--- src/rtl/sd_msb_decoder.sv ---
`default_nettype none
// ============================================================================
// sd_msb_decoder - recovers a phase-accumulator increment by counting MSB
// rising edges per 2^ACC_WIDTH-cycle window. Option: DECODER_GLITCH_FILTER_EN
// Revision: 1.0
// ============================================================================
module sd_msb_decoder #(
  parameter int ACC_WIDTH   = 24,
  parameter int ADD_WIDTH   = 8,
  parameter int SYNC_STAGES = 2
) (
  input  logic                 clk,
  input  logic                 rst_n,
  input  logic                 enable,
  input  logic                 bit_in,
  output logic [ADD_WIDTH-1:0] value,
  output logic                 valid,
  output logic                 overflow
);

  localparam int CNT_WIDTH = ADD_WIDTH + 1;
  localparam logic [CNT_WIDTH-1:0] CNT_ONE = {{(CNT_WIDTH-1){1'b0}}, 1'b1};
  localparam logic [ACC_WIDTH-1:0] WIN_ONE = {{(ACC_WIDTH-1){1'b0}}, 1'b1};
  localparam logic [ACC_WIDTH-1:0] WIN_LAST = {ACC_WIDTH{1'b1}};

  typedef enum logic [1:0] {
    IDLE    = 2'd0,
    ARM     = 2'd1,
    MEASURE = 2'd2
  } state_t;

  state_t                 state_q, state_d;
  logic [SYNC_STAGES-1:0] sync_q;
  logic                   sync_out;
  logic                   s_bit;
  logic                   prev_s;
  logic                   rise;
  logic [ACC_WIDTH-1:0]   win_cnt, win_d;
  logic [CNT_WIDTH-1:0]   edge_cnt, edge_d, edge_sum;
  logic [ADD_WIDTH-1:0]   value_d;
  logic                   overflow_d;
  logic                   valid_d;

  always_ff @(posedge clk or negedge rst_n) begin
    if (!rst_n) begin
      sync_q <= '0;
    end else begin
      sync_q <= {sync_q[SYNC_STAGES-2:0], bit_in};
    end
  end

  assign sync_out = sync_q[SYNC_STAGES-1];

`ifdef DECODER_GLITCH_FILTER_EN
  // Majority of three consecutive samples; a lone one-cycle pulse never wins.
  logic [2:0] hist_q;

  always_ff @(posedge clk or negedge rst_n) begin
    if (!rst_n) begin
      hist_q <= '0;
    end else begin
      hist_q <= {hist_q[1:0], sync_out};
    end
  end

  assign s_bit = (hist_q[0] & hist_q[1]) | (hist_q[0] & hist_q[2]) | (hist_q[1] & hist_q[2]);
`else
  assign s_bit = sync_out;
`endif

  assign rise = s_bit & ~prev_s;

  // Saturating edge accumulation including this cycle's edge.
  always_comb begin
    edge_sum = edge_cnt;
    if (rise && (edge_cnt != {CNT_WIDTH{1'b1}})) begin
      edge_sum = edge_cnt + CNT_ONE;
    end
  end

  always_comb begin
    state_d    = state_q;
    win_d      = '0;
    edge_d     = '0;
    value_d    = value;
    overflow_d = overflow;
    valid_d    = 1'b0;

    case (state_q)
      IDLE: begin
        if (enable) begin
          state_d = ARM;
        end
      end
      ARM: begin
        // prev_s is refreshed this cycle; no edge is counted.
        state_d = enable ? MEASURE : IDLE;
      end
      MEASURE: begin
        if (!enable) begin
          state_d = IDLE;
        end else if (win_cnt == WIN_LAST) begin
          valid_d = 1'b1;
          if (edge_sum[ADD_WIDTH]) begin
            value_d    = {ADD_WIDTH{1'b1}};
            overflow_d = 1'b1;
          end else begin
            value_d    = edge_sum[ADD_WIDTH-1:0];
            overflow_d = 1'b0;
          end
        end else begin
          win_d  = win_cnt + WIN_ONE;
          edge_d = edge_sum;
        end
      end
      default: begin
        state_d = IDLE;
      end
    endcase
  end

  always_ff @(posedge clk or negedge rst_n) begin
    if (!rst_n) begin
      state_q  <= IDLE;
      win_cnt  <= '0;
      edge_cnt <= '0;
      prev_s   <= 1'b0;
      value    <= '0;
      overflow <= 1'b0;
      valid    <= 1'b0;
    end else begin
      state_q  <= state_d;
      win_cnt  <= win_d;
      edge_cnt <= edge_d;
      prev_s   <= s_bit;
      value    <= value_d;
      overflow <= overflow_d;
      valid    <= valid_d;
    end
  end

endmodule
`default_nettype wire
--- config.mk ---
export PLATFORM = sky130hd
export DESIGN_NAME = sd_msb_decoder
export DESIGN_NICKNAME = d
export VERILOG_FILES = /design/src/rtl/sd_msb_decoder.sv
export SDC_FILE = /design/constraint.sdc
export NUM_CORES = 1
export LEC_CHECK = 0
export BUFFER_PORTS_ARGS = -buffer_cell sky130_fd_sc_hd__buf_2
export CORE_MARGIN = 5
export CORE_UTILIZATION = 30
export CTS_CLUSTER_SIZE = 16
export DETAILED_ROUTE_END_ITERATION = 6
export GPL_ROUTABILITY_DRIVEN = 0
export PLACE_DENSITY = 0.55
export SYNTH_ARGS = -nofsm -noshare
export SYNTH_HDL_FRONTEND = slang
export SYNTH_SLANG_ARGS = --single-unit
--- constraint.sdc ---
create_clock -name clk -period 2.2 [get_ports clk]
set_clock_uncertainty 0.2 [all_clocks]
set_input_delay 0 -clock clk [delete_from_list [all_inputs] [get_ports clk]]
set_output_delay 0 -clock clk [all_outputs]
set_load 0.005 [all_outputs]
# [After elaboration in Yosys (flattened, before gate mapping)]
# Index checks and enable logic that the tools add are counted.
[classes] eq_ne=6 magnitude_cmp=0 reduce_logical=4 n_shift=0 addsub=2 n_div=0 multipliers=0 muxes=16 bitwise=2
[ops] operator="$mux 24" count=3
[ops] operator="$mux 9" count=4
[ops] operator="$add 24x1->24 const B" count=1
[ops] operator="$eq 24x24->1 const B" count=1
[ops] operator="$add 9x1->9 const B" count=1
[ops] operator="$ne 9x9->1 const B" count=1
[ops] operator="$mux 8" count=1
[ops] operator="$mux 2" count=3
[ops] operator="$pmux 2 s3" count=1
[ops] operator="$mux 1" count=4
[ops] operator="$ne 2x2->1 const B" count=2
[ops] operator="$reduce_and 3->1" count=1
[ops] operator="$eq 2x1->1 const B" count=1
[ops] operator="$eq 2x2->1 const B" count=1
[ops] operator="$logic_not 2->1" count=1
[ops] operator="$reduce_and 2->1" count=1
[ops] operator="$and 1x1->1" count=1
[ops] operator="$logic_and 1x1->1" count=1
[ops] operator="$not 1->1" count=1
[totals] mem_bits_ro=0 output_inout_bits=10 wordCells=38 reg_bits=48 ramBits=0 in_bits=4 latch_bits=0 memories=0

# [Longest topological paths before layout]
[logic_depth] depth_word=7 ltp_mapped=8 mapped_depth_nobuf=8

# [Worst setup path before layout]
# No wires, ideal clock.
[synth_timing] path_kind="reg-to-reg" start="reg edge_cnt[2]" end="reg value[0]" arrival_time_ps=2043 required_ps=1854 setup_time_ps=146 path_slack_ps=-190 n_path_buf=0 stages_incl_launch_ff=7 path_cell_list="dfrtp_1 and4_1 and4_1 ha_1 nor3b_2 mux2i_1 a31oi_1"
[synth_via] elab_chain_cells=4 word_cells_on_any_way=5
[synth_lines] item="from (decl)" line="39" source="logic [CNT_WIDTH-1:0] edge_cnt, edge_d, edge_sum;"
[synth_lines] item="from (signal assigned)" line="134" source="edge_cnt <= edge_d;"
[synth_lines] item="parallel branches: the longest is 2 deep, another holds $add 9x1->9"
[synth_lines] item="$mux 9 (*)" line="76" source="if (rise && (edge_cnt != {CNT_WIDTH{1'b1}})) begin"
[synth_lines] item="$mux 8 (*)" line="104" source="if (edge_sum[ADD_WIDTH]) begin"
[synth_lines] item="to (signal assigned)" line="136" source="value <= value_d;"
[synth_lines] item="to (decl)" line="16" source="output logic [ADD_WIDTH-1:0] value,"
# Every way passes the cells marked *.
# A chain may end at the register's enable or synchronous reset.

# [Worst setup path in the final report]
[layout_timing] start="reg edge_cnt[1]" end="reg value[7]"
# The elaborated chain is that of the path after synthesis.

==> qor.txt <==
Worst r2r dst = value[7]
Largest family of logic cells by synthesized area = simple AND/OR/NAND/NOR gates
Chip height = 95.4 µm
Clock tree buffer depth = 2
DRC viols = 0
Most frequent cells in the layout = dfrtp_1, nor2_1, xor2_1
Adder and majority gate portion of the synthesized area = 0.0172
Final worst path period share = 0.970
Cell Pwr Density = 576 nW/µm²
R2r startpoint = edge_cnt[1]
Initial antenna violation count = 0
Register area = 1200 µm²
Setup TNS = 0 ns
Peak supply drop = 228 µV
Fin. max-slew vios = 0
Final ANT Viol Nets = 0
Crit-path max FO = 3
Top Ports = 14
Die Width = 95.4 µm
Xor/xnor share of the synthesized area = 0.112
Reg2Reg Depth = 8
Detailed Place HPWL = 2790 µm
Layout Nets = 242
Die area = 9100 µm²
Clock Sinks = 48
Max cap viols = 0
CP Launch Point = edge_cnt[1]
Minimum clock period = 2.13 ns
Worst Setup Start Kind = flip-flop
Area delta synth->final = 21.1%
Vias in the first global route = 1544
Seq cells post-synth = 48
Mux share of post-synthesis cell area = 0.00915
GRT Overall Usage = 0.0990
Sequential-to-total area share from yosys stat = 0.549
Mapped cell area = 2190 µm²
Hold Vio Cnt, Final = 0
Post-synthesis cell type count = 29
Share of cells above drive strength 1 = 0.212
First-pass GRT wire length = 7020 µm
Synth area leaders = dfrtp_1, xor2_1, nor2_1
Footprint of the multi-input gates = 972 µm²
Hold_ws = 0.121 ns
Required @ worst endpoint = 2.18 ns
Area leader, netlist = dfrtp_1
Measured slew at the worst slew-check pin = 0.599 ns
Hold Path Class = input pin to asynchronous set/reset pin
Simple-gate share of the synthesized area = 0.250
Starting Density = 0.305
H-tree depth = 2
Total CTS buffers = 5
# diodes = 0
Lkg Pwr = 1.20 nW
Status = completed
Vias = 1487
IO buf count = 13
Drt pass-1 iters = 4
1st-iter DRT viols = 40
R2R setup slack = 0.07 ns
Worst-Skew Late Latency = 0.30 ns
Most common cell after layout, fill and taps aside = dfrtp_1
Filler cell count = 747
Syn nets = 206
Worst setup path class = flip-flop to flip-flop
Clk slew on worst S/H paths = 0.09 ns
CP Data Arrival Time = 2.12 ns
DR vias/cell = 4.44
GR Overflow Total = 0
Drt total wl = 3990 µm
Slew margin rel. = 0.601
# setup viols final = 0
Cell count after synthesis = 199
Number of synthesis warnings = 0
Endpoint class of the critical path = flip-flop
FMAX = 468 MHz
Synth top area share = 0.549
Row count = 31
Syn avg cell area = 11.0 µm²
Largest net degree at the start of global routing = 49
Routed length per instance = 11.9 µm
Synth Area in Compound Gates = 0.0360
Root buffer selected by CTS = clkbuf_8
Unrepaired setup endpoints after global routing = yes
Core Box Area = 7180 µm²
TritonCTS clock tree = built
final cells by class:
type                    count  share of cell area
clock inverters             1             0.00283
multi-input cells         146               0.367
well taps                  99              0.0467
flip-flops and latches     48               0.453
inverters                   1             0.00142
repair buffers             33              0.0963
clock buffers               7              0.0326
power breakdown:
group | internal, mW | switching (mW)
Clock | 0.256 | 0.289
Sequential | 0.893 | 0.0101
Combinational | 0.0308 | 0.0466
Total | 1.18 | 0.346
cells in the mapped netlist (all sizes together):
master,count
o211a,1
nand3b,1
a21oi,1
buf,4
nand3,13
xor2,21
nor3b,2
nand2,15
and2,4
nand4,7
a31oi,9
and3,3
nor2,43
o31ai,1
and3b,1
nor4,2
dfrtp,48
inv,1
xnor2,7
nor4b,2
ha,3
nor3,2
mux2i,2
and4,6
metrics by stage:
stage                     area, µm²  total power [mW]  std cells   util  worst slack, ns
final                          2650              1.53        335  0.369           0.0650
after global routing           2650              1.59        335  0.369          -0.0510
after CTS                      2610              1.55        333  0.363          0.00509
after detailed placement       2480             0.997        322  0.346           0.0276
after global placement         2480             0.998        322  0.346           0.0521
after floorplan                2210             0.959        199      -          -0.0286
kinds of logic after synthesis:
family	after synthesis
xor gates and xnor gates	28
muxes	2
adders and majority gates	3
and+or+nand+nor	101
buffers and inverters	5
DFF	48
AOI/OAI and AO/OA	12
how the worst max path moves through the flow:
| stage | endpoint | slack, ns | cells after the start |
|---|---|---|---|
| final | value[7] | 0.07 | 8 |
| after global routing | value[5] | -0.05 | 8 |
| after CTS | value[5] | 0.005 | 8 |
| after detailed placement | value[5] | 0.03 | 8 |
| after global placement | value[5] | 0.05 | 8 |
| after floorplan | value[5] | -0.03 | 8 |
critical path, stage by stage, from the launching register on:
cell	delay (ns)
dfrtp_1	0.39
ha_2	0.19
and4_1	0.19
ha_2	0.18
nor3b_4	0.22
and3_4	0.23
nand3_1	0.13
xor2_2	0.18
a31oi_1	0.10
registers in the layout, summed over array words and instances, names as in the netlist:
signal and count:
prev_s 1, value 8, valid 1, state_q 2, sync_q 2, win_cnt 24
overflow 1, edge_cnt 9
routing by layer:
metal  global-route usage  wire length (µm)
met1                0.125              1940
met2                0.162              1790
met3               0.0268               197
met4               0.0391                51
met5                    0                 0
what timing repair did:
item                       4_1_cts  5_1_grt
setup buffers                    0        2
setup endpoints to repair        0       10
hold endpoints to repair        57        0
gates resized for setup          0        5
hold buffers                     3        0
No activity file was read; power rests on OpenSTA's default activity.
